--- src/rtl/fma16_issue.sv ---
// ============================================================================
// Module   : fma16_issue
// Purpose  : Issue FIFO for the half-precision FMA core. It decodes each
//            request into mul/add/negp/negz controls on the way in, so the
//            core always sees a registered head entry.
// Revision : 1.0 - initial release
// ============================================================================
`default_nettype none

module fma16_issue #(
  parameter int DEPTH = 4,
  parameter int TAGW  = 4
) (
  input  logic                     clk,
  input  logic                     reset,
  input  logic                     flush,
  input  logic                     in_valid,
  output logic                     in_ready,
  input  logic [2:0]               in_op,
  input  logic [1:0]               in_rm,
  input  logic [15:0]              in_x,
  input  logic [15:0]              in_y,
  input  logic [15:0]              in_z,
  input  logic [TAGW-1:0]          in_tag,
  output logic                     out_valid,
  input  logic                     out_ready,
  output logic [15:0]              x,
  output logic [15:0]              y,
  output logic [15:0]              z,
  output logic                     mul,
  output logic                     add,
  output logic                     negp,
  output logic                     negz,
  output logic [1:0]               roundmode,
  output logic [TAGW-1:0]          out_tag,
  output logic [$clog2(DEPTH):0]   count,
  output logic                     illegal
);

  localparam int AW = $clog2(DEPTH);
  localparam int CW = AW + 1;
  localparam logic [CW-1:0] FULL = CW'(DEPTH);

  localparam logic [2:0] OP_FMADD  = 3'd0;
  localparam logic [2:0] OP_FMSUB  = 3'd1;
  localparam logic [2:0] OP_FNMSUB = 3'd2;
  localparam logic [2:0] OP_FNMADD = 3'd3;
  localparam logic [2:0] OP_FMUL   = 3'd4;
  localparam logic [2:0] OP_FADD   = 3'd5;
  localparam logic [2:0] OP_FSUB   = 3'd6;
  localparam logic [2:0] OP_ILL    = 3'd7;

  localparam logic [15:0] FP16_ZERO = 16'h0000;
  localparam logic [15:0] FP16_ONE  = 16'h3C00;

  typedef struct packed {
    logic [15:0]     x;
    logic [15:0]     y;
    logic [15:0]     z;
    logic            mul;
    logic            add;
    logic            negp;
    logic            negz;
    logic [1:0]      rm;
    logic [TAGW-1:0] tag;
  } entry_t;

  entry_t          mem [DEPTH];
  entry_t          dec;
  entry_t          head;
  logic [AW-1:0]   wptr;
  logic [AW-1:0]   rptr;
  logic [CW-1:0]   cnt;
  logic            accept;
  logic            push;
  logic            pop;
  logic            illegal_q;

  assign in_ready  = (cnt < FULL);
  assign out_valid = (cnt != '0);
  assign accept    = in_valid && in_ready;
  // An illegal op completes the handshake but never occupies a slot.
  assign push      = accept && (in_op != OP_ILL) && !flush;
  assign pop       = out_valid && out_ready && !flush;

  always_comb begin
    dec.x    = in_x;
    dec.y    = in_y;
    dec.z    = in_z;
    dec.mul  = 1'b1;
    dec.add  = 1'b1;
    dec.negp = 1'b0;
    dec.negz = 1'b0;
    dec.rm   = in_rm;
    dec.tag  = in_tag;
    case (in_op)
      OP_FMADD:  ;
      OP_FMSUB:  dec.negz = 1'b1;
      OP_FNMSUB: dec.negp = 1'b1;
      OP_FNMADD: begin
        dec.negp = 1'b1;
        dec.negz = 1'b1;
      end
      OP_FMUL: begin
        dec.add = 1'b0;
        dec.z   = FP16_ZERO;
      end
      // Plain add/sub run through the multiplier as x * 1.0 + z.
      OP_FADD: begin
        dec.mul = 1'b0;
        dec.y   = FP16_ONE;
      end
      OP_FSUB: begin
        dec.mul  = 1'b0;
        dec.y    = FP16_ONE;
        dec.negz = 1'b1;
      end
      default: ;
    endcase
  end

  always_ff @(posedge clk or posedge reset) begin
    if (reset) begin
      for (int i = 0; i < DEPTH; i++) begin
        mem[i] <= '0;
      end
    end else if (push) begin
      mem[wptr] <= dec;
    end
  end

  always_ff @(posedge clk or posedge reset) begin
    if (reset) begin
      wptr      <= '0;
      rptr      <= '0;
      cnt       <= '0;
      illegal_q <= 1'b0;
    end else begin
      illegal_q <= accept && (in_op == OP_ILL);
      if (flush) begin
        wptr <= '0;
        rptr <= '0;
        cnt  <= '0;
      end else begin
        if (push) begin
          wptr <= wptr + 1'b1;
        end
        if (pop) begin
          rptr <= rptr + 1'b1;
        end
        case ({push, pop})
          2'b10:   cnt <= cnt + 1'b1;
          2'b01:   cnt <= cnt - 1'b1;
          default: cnt <= cnt;
        endcase
      end
    end
  end

  assign head      = mem[rptr];
  assign x         = head.x;
  assign y         = head.y;
  assign z         = head.z;
  assign mul       = head.mul;
  assign add       = head.add;
  assign negp      = head.negp;
  assign negz      = head.negz;
  assign roundmode = head.rm;
  assign out_tag   = head.tag;
  assign count     = cnt;
  assign illegal   = illegal_q;

endmodule

`default_nettype wire

--- config.mk ---
export PLATFORM = sky130hd
export DESIGN_NAME = fma16_issue
export DESIGN_NICKNAME = d
export VERILOG_FILES = /design/src/rtl/fma16_issue.sv
export SDC_FILE = /design/constraint.sdc
export NUM_CORES = 1
export LEC_CHECK = 0
export ABC_AREA = 1
export ABC_CLOCK_PERIOD_IN_PS = 9690
export CAP_MARGIN = 0
export CELL_PAD_IN_SITES_DETAIL_PLACEMENT = 1
export CELL_PAD_IN_SITES_GLOBAL_PLACEMENT = 2
export CORE_ASPECT_RATIO = 2
export CORE_UTILIZATION = 30
export DETAILED_ROUTE_END_ITERATION = 6
export GPL_ROUTABILITY_DRIVEN = 0
export PLACE_DENSITY_LB_ADDON = 0.1
export SETUP_SLACK_MARGIN = 0.3
export SYNTH_ARGS = -nofsm -noshare
export SYNTH_HDL_FRONTEND = slang
export SYNTH_SLANG_ARGS = --single-unit
--- constraint.sdc ---
create_clock -name clk -period 9.69 [get_ports clk]
set_clock_uncertainty 0.15 [all_clocks]
set_input_delay 2.907 -clock clk [delete_from_list [all_inputs] [get_ports clk]]
set_output_delay 2.907 -clock clk [all_outputs]
set_load 0.01 [all_outputs]
==> out/qor.yml <==
outcome:
  status: "finished, final reports clean"
grt:
  track_usage_pct: 19.4
  met3_usage_pct: 1.96
  busiest_layer: "met2"
  grt_max_degree: 122
  met1_usage_pct: 23.3
  grt_pass1_wl_mm: 58.9
  antenna_found_initial: 2
  grt.overflow.total: 0
  met2_usage_pct: 36.4
  grt_pass1_vias: 10244
clock_tree:
  worstSkewPairLatency_ns: 0.53
  holdBufCountCts: 0
  htree_num_levels: 1
  cts_buffer_depth: 3
  clock-sinks: 240
  numCtsBuffers: 25
  post_cts_resized: 0
  clk_pin_slew_worst_paths_ns: 0.06
  post_cts_buffers: 0
  cts_root_buf: "clkbuf_16"
  tritoncts: "built"
floorplan:
  start_util_pct: 30.3
  fp.dieH_um: 279
  placeableCoreArea_um2: 37900
  die_w_um: 140
  die_area_um2: 39200
  ioPinCount: 126
  num_rows: 101
finish:
  drive_gt1_share_pct: 11.6
  areaGrowthSynthToFinish_pct: 18.7
  nets: 1512
  fill_cells: 4530
sta:
  drv_slew: 0
  fin_hold_ws_ns: 0.323
  final_hold_viol_count: 0
  setup_viol: 0
  fin_crit_ns: 6.77
  worst_slew_pin_slew_ns: 1.01
  max_freq_mhz: 148
  rsz0062_at_grt: "false"
  period_share_pct: 69.8
  slew_headroom_pct: 32.7
  fin_tns_setup_ns: 0
worst_setup_path:
  crit_type: "flip-flop to output port"
  r2r_cells: 7
  reg2reg_to: "mem[76]"
  reg2reg_slack_ns: 7.13
  crit_fanout: 61
  start_kind: "flip-flop"
  cp-end-kind: "output port"
  arrival_ns: 3.71
  reg2reg_from: "count[2]"
  required_ns: 6.63
routing:
  ant_nets: 0
  wirelength_mm: 36.4
  drt_pre_antenna_iters: 4
  drc: 0
  via_count: 9260
  via_per_inst: 4.81
  wl_per_cell_um: 18.9
  drtIter0Drc: 307
yosys:
  ys_seq_area_share_pct: 52.2
  avgSynthCellArea_um2: 8.39
  synth.distinct_cells: 26
  syn_inst: 1371
  synth_fp_nets: 1438
  syn-cell-area_um2: 11500
  ys_ff_latch: 240
  ys_warn_count: 0
min_path:
  min_path_cells: 2
  holdPathEnd: "mem[152]"
  worstHoldStart: "mem[152]"
  hold_class: "flip-flop to flip-flop"
placement:
  hpwl_mm: 21.4
  numPortBuffers: 125
run:
  cap_violations: 0
power_and_ir_drop:
  powerDensity_nw_per_um2: 305
  ir_drop_mv: 0.113
  p_leak_nw: 6.84
[kinds of logic (layout without fill, tap and decap cells)]
logic type / count (synthesis) / after routing / synth area share (%)
buffers and inverters: 156 / 248 / 7.94
AND/OR/NAND/NOR: 690 / 690 / 23.3
XOR/XNOR: 1 / 1 / 0.0761
adder cells (fa/ha/maj): 5 / 5 / 0.609
other: 0 / 1 / 0
flip-flops: 240 / 240 / 52.2
AO/OA/AOI/OAI: 279 / 279 / 15.9
[layout make-up]
cell class | count | area (um2) | area share, %
Antenna cell | 1 | 2.50 | 0.0183
Clock buffer | 37 | 741 | 5.43
Clock inverter | 8 | 115 | 0.843
Inverter | 67 | 258 | 1.89
Multi-Input combinational cell | 975 | 4590 | 33.6
Sequential cell | 240 | 6010 | 44.0
Tap cell | 463 | 579 | 4.24
Timing Repair Buffer | 136 | 1360 | 9.95
[layer usage]
metal | wire [um] | vias to the layer above | share of wire, %
li1 | - | 4501 | -
met1 | 15500 | 4596 | 43
met2 | 19200 | 112 | 53
met3 | 869 | 47 | 2.4
met4 | 762 | 4 | 2.1
met5 | 26 | - | 0.071
[worst max-delay path: stages (launching register included)]
cell             delay (ns)
dfrtp_4                0.75
inv_4                  0.60
buf_4                  0.64
o21ai_0                0.17
o22ai_1                0.36
clkdlybuf4s50_1        0.62
[synthesized netlist by cell type (all sizes together)]
cell | count | area (um2)
clkbuf | 31 | 116
buf | 58 | 546
xnor2 | 1 | 8.76
ha | 4 | 50.1
o21bai | 1 | 7.51
dfrtp | 240 | 6010
nor2 | 150 | 587
o21ai | 217 | 1450
or2 | 4 | 25.0
nand4 | 1 | 6.26
nand3 | 4 | 20.0
fa | 1 | 20.0
nor3 | 1 | 5.00
inv | 67 | 251
o22ai | 58 | 363
nand2 | 530 | 2030
a21oi | 3 | 15.0
[metrics by stage]
| stage | utilization [%] | area [um2] | std cells | power [mW] | setup slack (ns) |
|---|---|---|---|---|---|
| final | 36.0 | 13700 | 1927 | 4.16 | 2.92 |
| after global placement | 33.7 | 12800 | 1881 | 3.16 | 3.42 |
| after CTS | 36.0 | 13600 | 1926 | 4.25 | 2.83 |
| after detailed placement | 33.7 | 12800 | 1881 | 3.19 | 3.41 |
| after global routing | 36.0 | 13600 | 1926 | 4.47 | 2.72 |
| after floorplan | - | 11500 | 1371 | 2.50 | 3.49 |
[state kept, by name, summed over array words and instances, names as in the netlist]
| name | flops |
|---|---|
| count | 3 |
| rptr | 2 |
| illegal | 1 |
| wptr | 2 |
| mem | 232 |
[power breakdown]
part	internal (mW)	switching, mW	leakage, nW	total, mW
Clock	0.607	0.421	0.426	1.03
Combinational	0.699	0.807	3.29	1.51
Sequential	1.39	0.235	3.12	1.63
Total	2.70	1.46	6.84	4.16
[cell usage in the layout, fill, tap and decap left out, drive strengths merged, types with 5 or more instances in the layout]
cell	instances
inv	66
nand2	530
o22ai	58
buf	11
clkdlybuf4s50	125
dfrtp	240
o21ai	217
clkbuf	37
nor2	150
clkinv	5
[how the worst max path moves through the flow]
stage                       start  slack (ns)  endpoint  depth (start not counted)
after floorplan             reset        3.49  count[0]                          1
after global placement    rptr[0]        3.42       add                          5
after detailed placement  rptr[0]        3.41       add                          5
after CTS                 rptr[0]        2.83       add                          5
after global routing      rptr[0]        2.72       add                          5
final                     rptr[0]        2.92       add                          5
(Power assumes the default switching activity.)
